--- src/rtl/byte_sram_arbiter.sv ---
// Two-port arbiter onto one registered single-port byte SRAM; one access per clock.
// Issue at the accept edge, read data returns 2 clocks later; requesters wait on combinational ack.
module byte_sram_arbiter #(
  parameter int ADDRWIDTH = 16
) (
  input  logic                 in_clock,
  input  logic                 in_reset_n,
  input  logic                 in_a_req,
  input  logic                 in_a_we,
  input  logic [ADDRWIDTH-1:0] in_a_addr,
  input  logic [7:0]           in_a_wdata,
  output logic                 out_a_ack,
  output logic [7:0]           out_a_rdata,
  output logic                 out_a_rvalid,
  input  logic                 in_b_req,
  input  logic                 in_b_we,
  input  logic [ADDRWIDTH-1:0] in_b_addr,
  input  logic [7:0]           in_b_wdata,
  input  logic                 in_b_urgent,
  output logic                 out_b_ack,
  output logic [7:0]           out_b_rdata,
  output logic                 out_b_rvalid,
  output logic                 out_mem_writeenable,
  output logic [ADDRWIDTH-1:0] out_mem_addr,
  output logic [7:0]           out_mem_data,
  input  logic [7:0]           in_mem_data
);

  logic last_grant_b;
  logic grant_a;
  logic grant_b;
  // Tag pipeline: stage 0 covers the SRAM sample edge, stage 1 the return edge.
  logic tag0_vld;
  logic tag0_b;
  logic tag1_vld;
  logic tag1_b;

  // Acks are gated by reset so nothing is consumed while the block is held.
  always_comb begin
    grant_a = 1'b0;
    grant_b = 1'b0;
    if (in_reset_n) begin
      if (in_a_req && in_b_req) begin
        if (in_b_urgent || !last_grant_b) grant_b = 1'b1;
        else                              grant_a = 1'b1;
      end else begin
        grant_a = in_a_req;
        grant_b = in_b_req;
      end
    end
  end

  assign out_a_ack = grant_a;
  assign out_b_ack = grant_b;

  always_ff @(posedge in_clock or negedge in_reset_n) begin
    if (!in_reset_n) begin
      last_grant_b <= 1'b1;
    end else if (grant_a) begin
      last_grant_b <= 1'b0;
    end else if (grant_b) begin
      last_grant_b <= 1'b1;
    end
  end

  always_ff @(posedge in_clock or negedge in_reset_n) begin
    if (!in_reset_n) begin
      out_mem_writeenable <= 1'b0;
      out_mem_addr        <= '0;
      out_mem_data        <= '0;
    end else begin
      out_mem_writeenable <= 1'b0;
      if (grant_a) begin
        out_mem_writeenable <= in_a_we;
        out_mem_addr        <= in_a_addr;
        out_mem_data        <= in_a_wdata;
      end else if (grant_b) begin
        out_mem_writeenable <= in_b_we;
        out_mem_addr        <= in_b_addr;
        out_mem_data        <= in_b_wdata;
      end
    end
  end

  always_ff @(posedge in_clock or negedge in_reset_n) begin
    if (!in_reset_n) begin
      tag0_vld <= 1'b0;
      tag0_b   <= 1'b0;
      tag1_vld <= 1'b0;
      tag1_b   <= 1'b0;
    end else begin
      tag0_vld <= (grant_a && !in_a_we) || (grant_b && !in_b_we);
      tag0_b   <= grant_b;
      tag1_vld <= tag0_vld;
      tag1_b   <= tag0_b;
    end
  end

  always_ff @(posedge in_clock or negedge in_reset_n) begin
    if (!in_reset_n) begin
      out_a_rdata  <= '0;
      out_b_rdata  <= '0;
      out_a_rvalid <= 1'b0;
      out_b_rvalid <= 1'b0;
    end else begin
      out_a_rvalid <= tag1_vld && !tag1_b;
      out_b_rvalid <= tag1_vld && tag1_b;
      if (tag1_vld && !tag1_b) out_a_rdata <= in_mem_data;
      if (tag1_vld && tag1_b)  out_b_rdata <= in_mem_data;
    end
  end

endmodule

--- config.mk ---
export PLATFORM = sky130hd
export DESIGN_NAME = byte_sram_arbiter
export DESIGN_NICKNAME = d
export VERILOG_FILES = /design/src/rtl/byte_sram_arbiter.sv
export SDC_FILE = /design/constraint.sdc
export NUM_CORES = 1
export LEC_CHECK = 0
export BUFFER_PORTS_ARGS = -buffer_cell sky130_fd_sc_hd__buf_4
export CAP_MARGIN = 20
export CORE_ASPECT_RATIO = 1.25
export CORE_MARGIN = 2
export CORE_UTILIZATION = 49
export DETAILED_ROUTE_END_ITERATION = 7
export PLACE_DENSITY = 0.9
export SLEW_MARGIN = 20
export SYNTH_ARGS = -nofsm -noshare
export SYNTH_HDL_FRONTEND = slang
export SYNTH_SLANG_ARGS = --single-unit
--- constraint.sdc ---
create_clock -name in_clock -period 2.9 [get_ports in_clock]
set_input_delay 0.29 -clock in_clock [delete_from_list [all_inputs] [get_ports in_clock]]
set_output_delay 0.29 -clock in_clock [all_outputs]
set_load 0.005 [all_outputs]
==> results_dict.tcl <==
set metrics [dict create \
    root_buffer "clkbuf_8" \
    first_iter_violations 73 \
    row_count 27 \
    ir_worst_vdd_mv 0.392 \
    regToRegEndpoint "out_mem_data[0]" \
    status "finished clean" \
    vias_per_cell 5.49 \
    clk_pin_slew_ps 90 \
    crit_path_max_incr_delay_ps 530 \
    setup_tns_ps 0 \
    rsz0062_at_grt "false" \
    clock-sinks 48 \
    ys_seq_area_share_pct 53.4 \
    min_from "in_mem_data[6]" \
    synth.distinct_cells 22 \
    rrSetupSlack_ps 1090 \
    relSlewSlack_pct 31.0 \
    hold_end "out_a_rdata[6]" \
    slowest_stage "dlygate4sd3_1" \
    num-nets-final 358 \
    hold_violations 0 \
    p_sw_share_pct 28.4 \
    cp.buffers_inverters 4 \
    crit_family "buffers and inverters" \
    seqPwrFrac_pct 49.2 \
    synth.avg_cell_area_sq_um 11.6 \
    core_sq_um 4430 \
    grt_max_degree 43 \
    fin_worst_skew_ps 4.15 \
    worst_ep_required_time_ps 2610 \
    die_y_um 79.8 \
    insertion_delay_ps 300 \
    drt-pass1-iter-count 5 \
    drv_slew 0 \
    die_w_um 64.6 \
    post_drt_wl_per_cell_um 16.7 \
    antenna_cells 0 \
    gp_congestion 0.767 \
    port_buffers 107 \
    min_period_ps 2230 \
    syn_inst 194 \
    most-common-layout-cells "110 x buf_4, 47 x dfrtp_1, 28 x inv_1, 26 x nand2_1, 25 x o2111ai_1" \
    p_int_mw 1.25 \
    vias 1943 \
    cts_buffers 5 \
    layout-drive-gt1-share_pct 53.0 \
    min_path_cells 2 \
    synth.cell_area_sq_um 2250 \
    regToRegStartpoint "last_grant_b" \
    grt_overflow 0 \
    ctsHtreeMaxLevel 2 \
    path_cells "dlygate4sd3_1 > buf_4 > nand2_1 > a21o_1 > inv_1 > buf_4" \
    layout_commonest_cell "buf_4" \
    holdWs_ps 232 \
    initial_utilization_pct 50.9 \
    clkPwrFrac_pct 23.0 \
    fin_crit_sh_pct 77.1 \
    drc 0 \
    synth_warnings 0 \
    min_path_type "in -> reg" \
    crit_fanout 42 \
    cp.arrival_ps 1940 \
    combPwrFrac_pct 27.8 \
    cts_tree "built" \
    ys_ff_latch 48 \
    grt_pass1_wl_um 9180 \
    wl_um 5900 \
    cts_setup_buffers 0 \
    power.leakage_nw 1.62 \
    maxCapViolCount 0 \
    place_hpwl_um 4430 \
    path_depth 6 \
    cts_resized 0 \
    p_sw_mw 0.494 \
    io_pins 108 \
    die_area_sq_um 5160 \
    clockBufferDepth 2 \
    grt_pass1_vias 1900 \
    worst_pin_slew_ps 1030 \
    area_growth_pct 40.0 \
    setup_viol 0 \
    crit_top_cell "buf_4" \
    syn_nets 257 \
    endpoint_kind "output port" \
    final_antenna_net_count 0 \
    ff2ff_path_depth 4 \
    fmaxAchievable_mhz 447 \
    powerDensity_nw_per_um2 552 \
    groute.usage.overall_pct 23.5 \
    worst-setup-path-type "in -> out" \
    antenna_found_initial 0 \
    worstSetupStartpointType "input port" \
]
[power groups by stage]
stage	clock network, mW	logic, mW	registers, mW
after CTS	0.405	0.489	0.855
after floorplan	0	0.189	0.866
final	0.400	0.483	0.856
after global routing	0.440	0.520	0.867
after detailed placement	0	0.487	0.868
after global placement	0	0.466	0.859
[flip-flops by register name, summed over array words and instances, names as in the netlist]
name and flops:
out_mem_writeenable 1, tag1_vld 1, out_mem_data 8, out_a_rdata 8, out_b_rdata 8, tag0_b 1, out_mem_addr 16, out_a_rvalid 1
tag0_vld 1, tag1_b 1, last_grant_b 1, out_b_rvalid 1
[cell usage after synthesis, drive strengths merged]
| cell type | count | share of area, % |
|---|---|---|
| a21o | 1 | 0.33 |
| a21oi | 1 | 0.22 |
| a22o | 1 | 0.39 |
| buf | 8 | 3.0 |
| clkbuf | 9 | 1.5 |
| dfrtp | 47 | 52 |
| dfstp | 1 | 1.2 |
| inv | 29 | 4.8 |
| mux2 | 16 | 8.0 |
| nand2 | 26 | 4.3 |
| nand2b | 1 | 0.28 |
| nor2 | 1 | 0.17 |
| nor2b | 1 | 0.28 |
| o2111ai | 25 | 9.7 |
| o211a | 1 | 0.44 |
| o211ai | 24 | 12 |
| o21ai | 2 | 0.61 |
[worst max-delay path by stage]
stage	startpoint	endpoint	slack, ps
after floorplan	last_grant_b	out_a_ack	1530
after global placement	in_b_urgent	out_mem_data[3]	1070
after detailed placement	in_b_urgent	out_mem_data[3]	1050
after CTS	in_reset_n	out_a_ack	660
after global routing	in_reset_n	out_a_ack	530
final	in_reset_n	out_a_ack	670
[cell families (layout without fill, tap and decap cells)]
group	after synthesis	in the layout	share of synthesized area, %
DFF	48	48	53.4
muxes	16	16	8.00
and+or+nand+nor	29	29	5.06
AOI/OAI and AO/OA	55	55	24.2
buffers and inverters	46	148	9.34
[per-layer routing]
metal / vias to the layer above / global-route usage [%] / part of all wire [%] / wire length (um)
met2: 94 / 41.8 / 53 / 3110
li1: 893 / - / - / -
met4: 0 / 9.36 / 2.6 / 156
met3: 15 / 3.81 / 5.3 / 311
met1: 941 / 28.2 / 39 / 2320
met5: - / 0 / 0 / 0
[final cells by class]
class	count	area [sq um]
Clock buffer	5	68.8
Clock inverter	3	23.8
Fill cell	330	1270
Inverter	29	109
Multi-Input combinational cell	100	838
Sequential cell	48	1200
Tap cell	58	72.6
Timing Repair Buffer	111	836
[repair_timing]
action | CTS | global route
hold endpoints to repair | 18 | 0
hold buffers | 1 | 0
setup endpoints to repair | 0 | 0
[through the flow]
stage | total power [mW] | util (%) | instances | worst slack (ps) | cell area, sq um
2_1_floorplan | 1.05 | - | 194 | 1530 | 2250
3_3_place_gp | 1.33 | 68.9 | 345 | 1070 | 3050
3_5_place_dp | 1.36 | 68.9 | 345 | 1050 | 3050
4_1_cts | 1.75 | 71.2 | 354 | 663 | 3150
5_1_grt | 1.83 | 71.2 | 354 | 532 | 3150
6_report | 1.74 | 71.2 | 354 | 665 | 3150
Note: power is estimated with default switching activity, not from simulation.
